**config.mk**
```make
export PLATFORM = sky130hd
export DESIGN_NAME = cpuc_mul_ctrl
export DESIGN_NICKNAME = d
export VERILOG_FILES = /design/src/rtl/cpuc_mul_ctrl_pkg.sv /design/src/rtl/cpuc_mul_ctrl_step.sv /design/src/rtl/cpuc_mul_ctrl.sv
export SDC_FILE = /design/constraint.sdc
export NUM_CORES = 1
export LEC_CHECK = 0
export ABC_AREA = 0
export CAP_MARGIN = 10
export CORE_MARGIN = 2
export CORE_UTILIZATION = 48
export CTS_CLUSTER_DIAMETER = 60
export DETAILED_ROUTE_END_ITERATION = 12
export PLACE_DENSITY = 0.88
export SLEW_MARGIN = 10
export SYNTH_ARGS = -nofsm -noshare
export SYNTH_HDL_FRONTEND = slang
export SYNTH_SLANG_ARGS = --single-unit
export TNS_END_PERCENT = 20
```
**constraint.sdc**
```tcl
create_clock -name Clk -period 2.9 [get_ports Clk]
set_input_delay 0.58 -clock Clk [delete_from_list [all_inputs] [get_ports Clk]]
set_output_delay 0.58 -clock Clk [all_outputs]
set_load 0.02 [all_outputs]
```
**src/rtl/cpuc_mul_ctrl_pkg.sv**
```systemverilog
// Purpose : shared widths and FSM state type for the CPU-core iterative multiplier.
// Latency : n/a (declarations only).
// Backpressure: n/a.
//
// Contents:
//   DATA_WIDTH  - operand/result width used by every cpuc_* block
//   MUL_CNT_W   - width of the shift-add step counter (holds 0..DATA_WIDTH-1)
//   t_mul_state - multiplier controller states
package cpuc_package;

  localparam int DATA_WIDTH = 32;

  // Counter only has to reach DATA_WIDTH-1, so clog2 of the width is enough.
  localparam int MUL_CNT_W = $clog2(DATA_WIDTH);

  typedef enum logic [1:0] {
    MUL_IDLE = 2'd0,
    MUL_RUN  = 2'd1,
    MUL_DONE = 2'd2
  } t_mul_state;

endpackage

```
**src/rtl/cpuc_mul_ctrl_step.sv**
```systemverilog
// Purpose : one combinational shift-add multiply step (radix-2).
// Latency : 0 cycles, pure combinational.
// Backpressure: none; the caller decides when to register the results.
//
// Ports:
//   a       in  DATA_WIDTH  current (shifted) multiplicand
//   b       in  DATA_WIDTH  current (shifted) multiplier
//   acc     in  DATA_WIDTH  partial product so far
//   a_nxt   out DATA_WIDTH  multiplicand shifted left by one
//   b_nxt   out DATA_WIDTH  multiplier shifted right by one
//   acc_nxt out DATA_WIDTH  acc + a when b[0] is set, else acc (wraps mod 2^DATA_WIDTH)
module cpuc_mul_step
  import cpuc_package::*;
(
  input  logic [DATA_WIDTH-1:0] a,
  input  logic [DATA_WIDTH-1:0] b,
  input  logic [DATA_WIDTH-1:0] acc,
  output logic [DATA_WIDTH-1:0] a_nxt,
  output logic [DATA_WIDTH-1:0] b_nxt,
  output logic [DATA_WIDTH-1:0] acc_nxt
);

  // The sum is deliberately kept at DATA_WIDTH bits: only the low half of
  // the product is ever returned, so the carry out is simply dropped.
  assign acc_nxt = b[0] ? (acc + a) : acc;
  assign a_nxt   = a << 1;
  assign b_nxt   = b >> 1;

endmodule

```
**src/rtl/cpuc_mul_ctrl.sv**
```systemverilog
// Purpose : iterative shift-add multiplier controller, one operation in flight.
// Latency : DATA_WIDTH run cycles (EARLY_TERM=0) or msb_index(req_b)+1 run cycles (EARLY_TERM=1).
// Backpressure: result held in DONE until rsp_ready; req_ready only high in IDLE.
//
// Ports:
//   Clk        in   1           single clock, rising edge
//   Rst        in   1           synchronous active-high reset
//   req_valid  in   1           requester presents operands
//   req_ready  out  1           operands accepted (IDLE and not in reset)
//   req_a      in   DATA_WIDTH  multiplicand
//   req_b      in   DATA_WIDTH  multiplier
//   rsp_valid  out  1           result available (DONE)
//   rsp_ready  in   1           consumer takes result
//   rsp_data   out  DATA_WIDTH  low DATA_WIDTH bits of req_a*req_b
//   busy       out  1           operation in RUN or DONE
module cpuc_mul_ctrl
  import cpuc_package::*;
#(
  parameter int EARLY_TERM = 1
) (
  input  logic                  Clk,
  input  logic                  Rst,
  input  logic                  req_valid,
  output logic                  req_ready,
  input  logic [DATA_WIDTH-1:0] req_a,
  input  logic [DATA_WIDTH-1:0] req_b,
  output logic                  rsp_valid,
  input  logic                  rsp_ready,
  output logic [DATA_WIDTH-1:0] rsp_data,
  output logic                  busy
);

  localparam logic [MUL_CNT_W-1:0] CNT_LAST = MUL_CNT_W'(DATA_WIDTH - 1);
  localparam logic [MUL_CNT_W-1:0] CNT_ONE  = MUL_CNT_W'(1);
  localparam bit                   ET_ON    = (EARLY_TERM != 0);

  t_mul_state            state;
  logic [DATA_WIDTH-1:0] a_q;
  logic [DATA_WIDTH-1:0] b_q;
  logic [DATA_WIDTH-1:0] acc_q;
  logic [MUL_CNT_W-1:0]  cnt_q;

  logic [DATA_WIDTH-1:0] a_step;
  logic [DATA_WIDTH-1:0] b_step;
  logic [DATA_WIDTH-1:0] acc_step;

  logic accept;
  logic rsp_take;
  logic last_run;
  logic skip_run;

  cpuc_mul_step u_step (
    .a       (a_q),
    .b       (b_q),
    .acc     (acc_q),
    .a_nxt   (a_step),
    .b_nxt   (b_step),
    .acc_nxt (acc_step)
  );

  // Reset masks req_ready so a requester never sees a handshake that the
  // reset branch of the state register would silently discard.
  assign req_ready = (state == MUL_IDLE) && !Rst;
  assign rsp_valid = (state == MUL_DONE);
  assign busy      = (state != MUL_IDLE);
  assign rsp_data  = acc_q;

  assign accept   = req_valid && req_ready;
  assign rsp_take = rsp_valid && rsp_ready;

  // A zero multiplier has nothing to add, so with early termination the
  // product (0) is already final at accept time.
  assign skip_run = ET_ON && (req_b == '0);

  // Last RUN cycle: either the counter is at its final step, or (early
  // termination) the multiplier that remains after this step has no set bits.
  assign last_run = (cnt_q == CNT_LAST) || (ET_ON && (b_step == '0));

  always_ff @(posedge Clk) begin
    if (Rst) begin
      state <= MUL_IDLE;
      a_q   <= '0;
      b_q   <= '0;
      acc_q <= '0;
      cnt_q <= '0;
    end else begin
      case (state)
        MUL_IDLE: begin
          if (accept) begin
            a_q   <= req_a;
            b_q   <= req_b;
            acc_q <= '0;
            cnt_q <= '0;
            state <= skip_run ? MUL_DONE : MUL_RUN;
          end
        end
        MUL_RUN: begin
          a_q   <= a_step;
          b_q   <= b_step;
          acc_q <= acc_step;
          cnt_q <= cnt_q + CNT_ONE;
          if (last_run) begin
            state <= MUL_DONE;
          end
        end
        MUL_DONE: begin
          // acc_q is frozen here so rsp_data stays stable while stalled.
          if (rsp_take) begin
            state <= MUL_IDLE;
          end
        end
        default: begin
          state <= MUL_IDLE;
        end
      endcase
    end
  end

endmodule
```
Yosys cells after proc, flatten, opt, wreduce, memory -nomap -nowiden
Index checks and enable logic that the tools add are counted.
{"block": "word_totals", "reg_bits": 103, "latchBits": 0, "ramBits": 0, "mem_bits_ro": 0, "output_inout_bits": 35, "n_memories": 0}
{"block": "classes", "add_sub_neg": 2, "multipliers": 0, "n_div": 0, "n_lt_le_gt_ge": 0, "eq_ne": 7, "shift": 0, "muxes": 14, "bitwise": 0, "reduce_logical": 13}
{"cell": "$pmux 32 s2", "count": 3}
{"cell": "$mux 32", "count": 4}
{"cell": "$logic_not 32->1", "count": 2}
{"cell": "$add 32x32->32", "count": 1}
{"cell": "$pmux 5 s2", "count": 1}
{"cell": "$mux 2", "count": 4}
{"cell": "$ne 2x2->1 const B", "count": 3}
{"cell": "$pmux 2 s3", "count": 1}
{"cell": "$reduce_and 3->1", "count": 2}
{"cell": "$add 5x1->5 const B", "count": 1}
{"cell": "$eq 5x5->1 const B", "count": 1}
{"cell": "$mux 5", "count": 1}
{"cell": "$reduce_bool 2->1", "count": 2}
{"cell": "$logic_and 1x1->1", "count": 3}
{"cell": "$eq 2x1->1 const B", "count": 1}
{"cell": "$eq 2x2->1 const B", "count": 1}
{"cell": "$logic_not 2->1", "count": 1}
{"cell": "$ne 2x1->1 const B", "count": 1}
{"cell": "$reduce_and 2->1", "count": 1}
{"cell": "$logic_not 1->1", "count": 1}
{"cell": "$logic_or 1x1->1", "count": 1}

Depth between registers and ports, before layout
Gate-level depths: netlist (run 1).
{"block": "depth", "depth_word": 5, "depth_mapped": 12, "ltp_nobuf": 12}

Hierarchy
A second synthesis (run 1) with hierarchy kept.
{"block": "unflattened", "cells_unflattened": 913, "area_unflattened_um2": 7230.7}
{"module": "cpuc_mul_ctrl", "instances": 1, "cells_per_inst": 527, "area_each_um2": 4454.3}
{"module": "cpuc_mul_step", "instances": 1, "cells_per_inst": 386, "area_each_um2": 2776.4}

Worst setup path before layout (run 1)
Ideal clock, no wire load.
{"block": "synth_timing", "path_kind": "register -> register", "startpoint": "reg acc_q[0], in the netlist rsp_data[0]", "endpoint": "reg acc_q[30], in the netlist rsp_data[30]", "setup_ns": 0.117, "arrival_ns": 2.824, "required_time_ns": 2.783, "setup_slack_ns": -0.041, "stages_incl_launch_ff": 13, "synth_period_minus_slack_ns": 2.941, "path_cell_list": "dfxtp_1 > ha_1 > inv_1 > fa_1 > and2b_1 > o31a_1 > a211oi_1 > o21a_1 > a2111o_1 > a311oi_1 > o21a_1 > o21ai_0 > a32o_1"}
{"block": "synth_between", "elab_chain_cells": 3}
{"item": "from (decl)", "line_no": "cpuc_mul_ctrl.sv:40", "rtl": "logic [DATA_WIDTH-1:0] acc_q;"}
{"item": "from (signal assigned)", "line_no": "cpuc_mul_ctrl.sv:100", "rtl": "acc_q <= acc_step;"}
{"item": "$add 32x32->32", "line_no": "cpuc_mul_ctrl_step.sv:25", "rtl": "assign acc_nxt = b[0] ? (acc + a) : acc;"}
{"item": "$mux 32", "line_no": "cpuc_mul_ctrl_step.sv:25"}
{"item": "$pmux 32 s2", "line_no": "cpuc_mul_ctrl.sv:87", "rtl": "case (state)"}
Every way passes these cells. The select of a mux whose other input is x is not followed.
A chain may end at the register's enable or synchronous reset.

Worst setup path in the final report (run 1)
{"block": "layout_timing", "startpoint": "reg a_q[0]", "endpoint": "reg acc_q[30], in the netlist rsp_data[30]"}
{"block": "layout_between", "elab_chain_cells": 3}
{"item": "from (decl)", "line_no": "cpuc_mul_ctrl.sv:38", "rtl": "logic [DATA_WIDTH-1:0] a_q;"}
{"item": "from (signal assigned)", "line_no": "cpuc_mul_ctrl.sv:90", "rtl": "a_q <= req_a;"}
{"item": "from (signal assigned)", "line_no": "cpuc_mul_ctrl.sv:98", "rtl": "a_q <= a_step;"}
{"item": "$add 32x32->32", "line_no": "cpuc_mul_ctrl_step.sv:25"}
{"item": "$mux 32", "line_no": "cpuc_mul_ctrl_step.sv:25"}
{"item": "$pmux 32 s2", "line_no": "cpuc_mul_ctrl.sv:87"}
Every way passes these cells. The select of a mux whose other input is x is not followed.

==> results of run 1 <==
cells in the final DEF, fill, tap and decap left out, drive strengths merged, types with 3 or more instances in the layout:
cell,n
nand2,169
dfxtp,103
clkdlybuf4s50,101
nor2,89
a311oi,64
a21oi,44
o21ai,34
ha,33
buf,23
nor4,18
nand3,16
a21o,14
xor2,14
clkbuf,11
inv,11
nor3,10
nand4,9
xnor2,9
o21a,8
and3,7
nor2b,7
mux2i,6
and2,6
a211oi,6
or3,4
a31oi,4
o31a,3
nand2b,3
o21bai,3
o31ai,3
nor4b,3
logic make-up (layout without fill, tap and decap cells):
kind of cell             Yosys count  after routing  synth area share (%)
XOR/XNOR                          23             23                  3.43
adder cells (fa/ha/maj)           34             34                  7.37
buffers and inverters             55            148                  3.52
AO/OA/AOI/OAI                    196            196                  23.9
AND/OR/NAND/NOR                  346            346                  25.7
multiplexers                       6              6                  1.02
flip-flops                       103            103                  35.1
registers in the layout, indices dropped and copies added (netlist names):
register	count
rsp_data	32
b_q	32
cnt_q	5
state	2
a_q	32
worst max-delay path by stage:
| stage | slack [ns] | depth (start not counted) | to | from |
|---|---|---|---|---|
| after floorplan | 0.05 | 12 | rsp_data[30] | rsp_data[0] |
| after global placement | 0.06 | 12 | rsp_data[30] | a_q[0] |
| after detailed placement | -0.05 | 12 | rsp_data[30] | a_q[0] |
| after CTS | 0.02 | 12 | rsp_data[30] | rsp_data[0] |
| after global routing | -0.07 | 12 | rsp_data[30] | a_q[0] |
| final | 0.06 | 12 | rsp_data[30] | a_q[0] |
worst max-delay path, stage by stage, from the launching register on:
cell and delay [ns]:
dfxtp_2 0.36, ha_4 0.14, inv_2 0.04, fa_2 0.34
and2b_1 0.22, o31a_1 0.17, a211oi_2 0.05, o21a_1 0.23
a2111o_1 0.49, a311oi_1 0.25, o21a_1 0.16, o21ai_1 0.06
a32o_1 0.23
power by group through the flow:
stage | logic (mW) | registers (mW) | clock network, mW
2_1_floorplan | 0.907 | 1.82 | 0
3_3_place_gp | 1.24 | 1.87 | 0
3_5_place_dp | 1.27 | 1.87 | 0
4_1_cts | 1.28 | 1.84 | 1.19
5_1_grt | 1.44 | 1.88 | 1.25
6_report | 1.29 | 1.85 | 1.19
per-stage QoR:
stage / cells / power, mW / cell area, um^2
floorplan: 763 / 2.72 / 5870
global placement: 983 / 3.10 / 7060
detailed placement: 983 / 3.14 / 7060
CTS: 1002 / 4.31 / 7370
global route: 1003 / 4.57 / 7420
finish: 1003 / 4.33 / 7420
final cells by class:
| class | count | area, um^2 |
|---|---|---|
| sequential | 103 | 2070 |
| fill | 1037 | 4540 |
| multi-input combinational | 605 | 3660 |
| timing repair buffer | 124 | 1190 |
| clock inverter | 5 | 48.8 |
| clock buffer | 11 | 233 |
| inverter | 8 | 30.0 |
| tap | 147 | 184 |
per-layer routing:
metal  vias to the layer above  share of wire, %  track usage [%]  wire length, um
li1                       2940                 -                -                -
met1                      2707                46             32.2             7140
met2                       178                47             40.0             7270
met3                        22               6.4             4.76              991
met4                         0               1.2             5.69              182
met5                         -                 0                0                0
timing repair:
| item | CTS | global route |
|---|---|---|
| buffers inserted | 3 | 1 |
| gates resized for setup | 3 | 12 |
| pin swaps | 5 | 11 |
| endpoints found under the setup margin | 3 | 6 |
==> key figures, run 1 <==
Run status
  – Outcome: complete, no violations

Power and ir drop
  – Ratio of total power to cell area: 583 nW/um^2
  – Switching share of power: roughly 36%
  – Net load switching power: approximately 1.5 mW
  – Internal power consumption: ~2.8 mW
  – Combinational power share: 29.9%
  – Clock network fraction of total power: 27.4%
  – Sequential group share of total power: 42.7%
  – Cell leakage power: 2.95 nW
  – Maximum VDD drop: 327 uV

Route
  – Number of search-and-repair iterations in the first detailed-routing pass: 5
  – Drt wl/cell: 15.5 um
  – Via Count: 5,847
  – Post-Route WL: about 16,000 um
  – Average vias per placed instance: 5.83
  – Iteration-0 DRC Markers: 353
  – DRC viols: 0
  – Count of antenna-violating nets left after detailed routing: 0

Timing
  – Final Hold Viols: 0
  – Tmin final: 2.84 ns
  – Worst setup skew after layout: 0.0139 ns
  – RSZ-0062 raised after global routing: true
  – Fin Hold WS: between 0.4 and 0.5 ns
  – Aggregate negative setup slack: 0 ns
  – Total count of max-transition violations in the final report: 0
  – Max-Slew Margin vs Limit: 56.9%
  – Peak clock frequency supported by timing: about 350 MHz
  – Setup slack of the critical path after layout: just under 0.06 ns
  – Least-Margin Pin Slew: 0.644 ns
  – Number of endpoints failing setup at the final stage: 0
  – Fraction of the cycle the final worst path needs: 98.0%

Final layout
  – Area overhead of the layout relative to synthesis: 26.4%
  – Final core utilization: 62.0%
  – Ratio of cells with drive above 1 in the final layout: 6.89%
  – Antenna Cells: 0
  – Number of nets in the final layout: 953

CTS
  – Maximum count of clock buffers along a single path: 2
  – CTS tree: yes
  – Count of H-tree levels built during CTS: 3
  – CTS hold repair buffers: 0
  – Clock slew at reported path FFs: 0.08 ns
  – Clock insertion delay at the later pin of the skew report: ~0.36 ns
  – Cell at the root of the clock tree: clkbuf_16
  – Clock buffer count from CTS: 9
  – # clock sinks: 103

GRT
  – Wire length of the first global-routing pass: 25,900 um
  – Pin count of the biggest net entering global routing: 75
  – Gr usage total: between 20% and 30%
  – Total overflow reported by the global router: 0
  – Number of antenna violations at the first check in global routing: 0
  – Via count of the first global-routing pass: 5,376

Floorplanning
  – DIE AREA: approximately 13,000 um^2
  – Boundary pin count: approximately 100
  – Area of the core region: approximately 12,000 um^2
  – Die boundary width: around 110 um
  – Die Span Y: 115 um
  – Effective utilization at floorplan: between 40% and 50%
  – Std cell rows: 40

Yosys
  – Cell count after synthesis: 763
  – Yosys top cell area share: around a third
  – Cell taking the most area after synthesis: dfxtp_1
  – Syn_area_per_cell: slightly below 8 um^2
  – Synth warnings: 0
  – Sequential fraction of the synthesis area: 35.1%
  – Post-synth cell types: between 50 and 60
  – Most numerous cell in the Yosys netlist: nand2_1
  – Post-Synthesis Net Count: between 800 and 900
  – Most area-consuming cells after synthesis: dfxtp_1 (35%), nand2_1 (11%), a311oi_1 (9.4%), ha_1 (7.0%), nor2_1 (5.7%)
  – Leading post-synthesis cells by instance count: nand2_1 (169), dfxtp_1 (103), nor2_1 (89)
  – Number of flops mapped to enable cells by yosys: 0
  – Async set-or-reset flop fraction in the synthesized netlist: 0%
  – Flip-flop and latch count after synthesis: 103
  – Synthesized cell area: slightly below 6000 um^2
  – Commonest register cell after synthesis: dfxtp_1

Hold path
  – Beginning of the worst hold path: cnt_q[4]
  – Endpoint of the worst hold-timing path: cnt_q[4]
  – Path class of the lowest-slack min-delay path: flip-flop to flip-flop
  – Worst hold path cell count: 2

Critical path
  – Signal arrival time at the worst endpoint: 3.10 ns
  – Crit path required time: 3.16 ns
  – Maximum fanout count along the critical path: 4
  – Worst reg2reg path startpoint: a_q[0]
  – Worst reg-to-reg setup slack: 0.06 ns
  – WS Path Type: flip-flop to flip-flop
  – Endpoint of the lowest-slack register-to-register path: rsp_data[30]
  – Depth of the worst register-to-register path: 12
  – Startpoint type of the worst setup path: flip-flop
  – CP Capture Type: flip-flop

Placement
  – Post-DP HPWL: 10,900 um
  – Count of input and output buffers: roughly 100
  – Post-Place Worst Slack: -0.0538 ns
  – Last weighted congestion value of the routability-driven placer: 0.882

Job
  – Number of violations of the max-capacitance limit: 0
Note: power is estimated with default switching activity, not from simulation.
==> run 2, diff against run 1 <==
Settings changed: GPL_ROUTABILITY_DRIVEN set to 1, GPL_TIMING_DRIVEN set to 0.
==> run 2 against run 1 <==
Compared with the run above: the run now ends with negative setup slack left; cell area grew 2.8%; critical path depth rose by 1; wire length up 11%; worst hold slack worse by 0.00054 ns; sequential cell count unchanged; maximum frequency is 2.2% lower; sequential power barely moved; non-clock buffer count rose by 37; register-to-register slack got worse by 0.06 ns; first-iteration DRC count increased by 67%; critical path type unchanged; critical endpoint is now rsp_data[28]; highest routed layer unchanged.
==> key figures, run 2 (synthesis gave the netlist of run 1 again) <==
Hold path
  – Path class of the lowest-slack min-delay path: flip-flop to flip-flop

Critical path
  – Worst reg2reg path startpoint: a_q[0]
  – Worst path cell trace: ha_4 -> inv_2 -> fa_2 -> and2b_1 -> o31a_1 -> a211oi_2 -> o21a_2 -> a2111o_1 -> buf_6 -> nand2_2 -> a211oi_4 -> o211a_1 -> a211o_1
  – Endpoint of the lowest-slack register-to-register path: rsp_data[28]
  – Maximum fanout count along the critical path: 3
  – Destination of the critical timing path: rsp_data[28]
  – Crit path required time: roughly 3.2 ns
  – Startpoint type of the worst setup path: flip-flop
  – Buf/Inv on CP: 2
  – WS Path Type: flip-flop to flip-flop
  – Critical path depth: 13
  – Critical path's slowest cell: a2111o_1
  – Signal arrival time at the worst endpoint: 3.15 ns
  – Depth of the worst register-to-register path: 13
  – CP Capture Type: flip-flop
  – Worst stage delay on the critical path: 0.47 ns
  – CP Launch Point: a_q[0]
  – Worst reg-to-reg setup slack: -0.005 ns
  – Worst path top cell family by delay: compound AO/OA/AOI/OAI gates

Timing
  – Setup slack of the critical path after layout: -0.00464 ns
  – Least-Margin Pin Slew: 0.686 ns
  – Fraction of the cycle the final worst path needs: 100%
  – Final Hold Viols: 0
  – Peak clock frequency supported by timing: 344 MHz
  – Number of endpoints failing setup at the final stage: 1
  – Total count of max-transition violations in the final report: 0
  – RSZ-0062 raised after global routing: true
  – Worst setup skew after layout: 0.0139 ns
  – Aggregate negative setup slack: -0.00464 ns
  – Tmin final: between 2 and 3 ns
  – Max-Slew Margin vs Limit: 54.1%
  – Fin Hold WS: 0.475 ns

Route
  – Met2 Routed Length: 8290 um
  – Max Used Layer: met4
  – Average vias per placed instance: 6.07
  – Number of search-and-repair iterations in the first detailed-routing pass: 5
  – DRC viols: 0
  – Via Count: 6,310
  – Iteration-0 DRC Markers: a little under 600
  – Post-Route WL: 17,300 um
  – Routed met3 length: 1280 um
  – Drt wl/cell: about 17 um
  – Count of antenna-violating nets left after detailed routing: 0
  – Routed metal-1 wire length: 7350 um

Power and ir drop
  – Ratio of total power to cell area: 601 nW/um^2
  – Switching share of power: 35.0%
  – Combinational power share: 29.9%
  – Sequential group share of total power: 40.4%
  – Clock network fraction of total power: 29.7%
  – Cell leakage power: 2.96 nW
  – Internal power consumption: 2.98 mW
  – Maximum VDD drop: about 370 uV
  – Net load switching power: 1.61 mW

Placement
  – Count of input and output buffers: 101
  – Last weighted congestion value of the routability-driven placer: 0.925
  – Post-Place Worst Slack: -0.223 ns
  – Post-DP HPWL: 11,900 um
  – Area after DPL: 7070 um^2

GRT
  – Wire length of the first global-routing pass: 27,500 um
  – Gr usage total: 25.9%
  – Pin count of the biggest net entering global routing: 18
  – Total overflow reported by the global router: 0
  – Number of antenna violations at the first check in global routing: 0
  – Via count of the first global-routing pass: 5,779

Final layout
  – Commonest cells after routing, fill and taps aside: nand2_1 (168), clkdlybuf4s50_1 (101), dfxtp_1 (92), nor2_1 (88), a311oi_1 (62)
  – Antenna Cells: 0
  – Number of nets in the final layout: between 900 and 1,000
  – Area overhead of the layout relative to synthesis: 30.0%
  – Most common cell after layout, fill and taps aside: nand2_1
  – Final Instance Area: 7630 um^2
  – Ratio of cells with drive above 1 in the final layout: 7.17%

Job
  – Number of violations of the max-capacitance limit: 0

Floorplanning
  – Std cell rows: 40
  – Boundary pin count: 103
  – Effective utilization at floorplan: 49.1%
  – Area of the core region: 12,000 um^2
  – DIE AREA: 13,100 um^2
  – Die boundary width: 115 um
  – Die Span Y: 115 um

CTS
  – Clock insertion delay at the later pin of the skew report: 0.36 ns
  – Count of H-tree levels built during CTS: 3
  – Clock buffer count from CTS: 9
  – # clock sinks: ~100
  – CTS tree: yes
  – Clock slew at reported path FFs: 0.07 ns
  – Maximum count of clock buffers along a single path: 2
  – Cell at the root of the clock tree: clkbuf_16
  – CTS hold repair buffers: 0

Run status
  – Outcome: finished with violations
  – Violated checks: negative setup slack
-- run 2: changes by cell type in the layout (fill, tap and decap cells not counted), moves of 2 or more --
cell | before | now
clkbuf_1 | 2 | 40
dfxtp_2 | 5 | 11
buf_4 | 21 | 12
buf_1 | 0 | 6
ha_1 | 30 | 28
ha_4 | 1 | 4
a211oi_1 | 5 | 3
dfxtp_1 | 98 | 92
inv_8 | 2 | 0
bufinv_16 | 0 | 2
-- run 2: routing by layer --
layer	vias up	track usage, %
met4	0	9.19
met5	-	0
met3	49	4.13
met2	268	43.4
met1	2976	33.7
li1	3017	-
-- run 2: worst min path at each step --
| stage | endpoint | start | cells past startpoint |
|---|---|---|---|
| after global routing | rsp_data[22] | rsp_data[22] | 2 |
| final | rsp_data[22] | rsp_data[22] | 2 |
| after floorplan | cnt_q[4] | cnt_q[4] | 2 |
| after global placement | cnt_q[4] | cnt_q[4] | 2 |
| after detailed placement | rsp_data[22] | rsp_data[22] | 2 |
| after CTS | rsp_data[22] | rsp_data[22] | 2 |
-- run 2: timing repair --
action                                 4_1_cts  5_1_grt
pin swaps                                    6       15
setup buffers                                7        6
setup endpoints to repair                    4       14
resized for setup                            7       30
endpoints found under the hold margin        0        0
-- run 2: cell type report --
cell class / instances / area (um^2)
Multi-Input combinational cell: 605 / 3720
Sequential cell: 103 / 2080
Buffer: 47 / 178
Tap cell: 147 / 184
Inverter: 8 / 30.0
Clock inverter: 6 / 91.3
Fill cell: 965 / 4330
Timing Repair Buffer: 114 / 1110
Clock buffer: 10 / 239
-- run 2: power by group through the flow --
stage / clock [mW] / sequential [mW] / combinational [mW]
floorplan: 0 / 1.82 / 0.907
global placement: 0 / 1.86 / 1.26
detailed placement: 0 / 1.86 / 1.30
CTS: 1.36 / 1.83 / 1.32
global route: 1.41 / 1.88 / 1.51
finish: 1.36 / 1.85 / 1.37
-- run 2: through the flow --
step | utilization [%] | cells | power (mW)
6_report | 63.8 | 1040 | 4.58
5_1_grt | 63.8 | 1040 | 4.80
4_1_cts | 62.5 | 1034 | 4.52
3_5_place_dp | 59.1 | 1011 | 3.16
3_3_place_gp | 59.1 | 1011 | 3.12
2_1_floorplan | - | 763 | 2.72
-- run 2: worst min-delay path, cell delays in order, from the launching register on --
cell,delay [ns]
dfxtp_1,0.33
nand2_1,0.06
o21ai_1,0.05
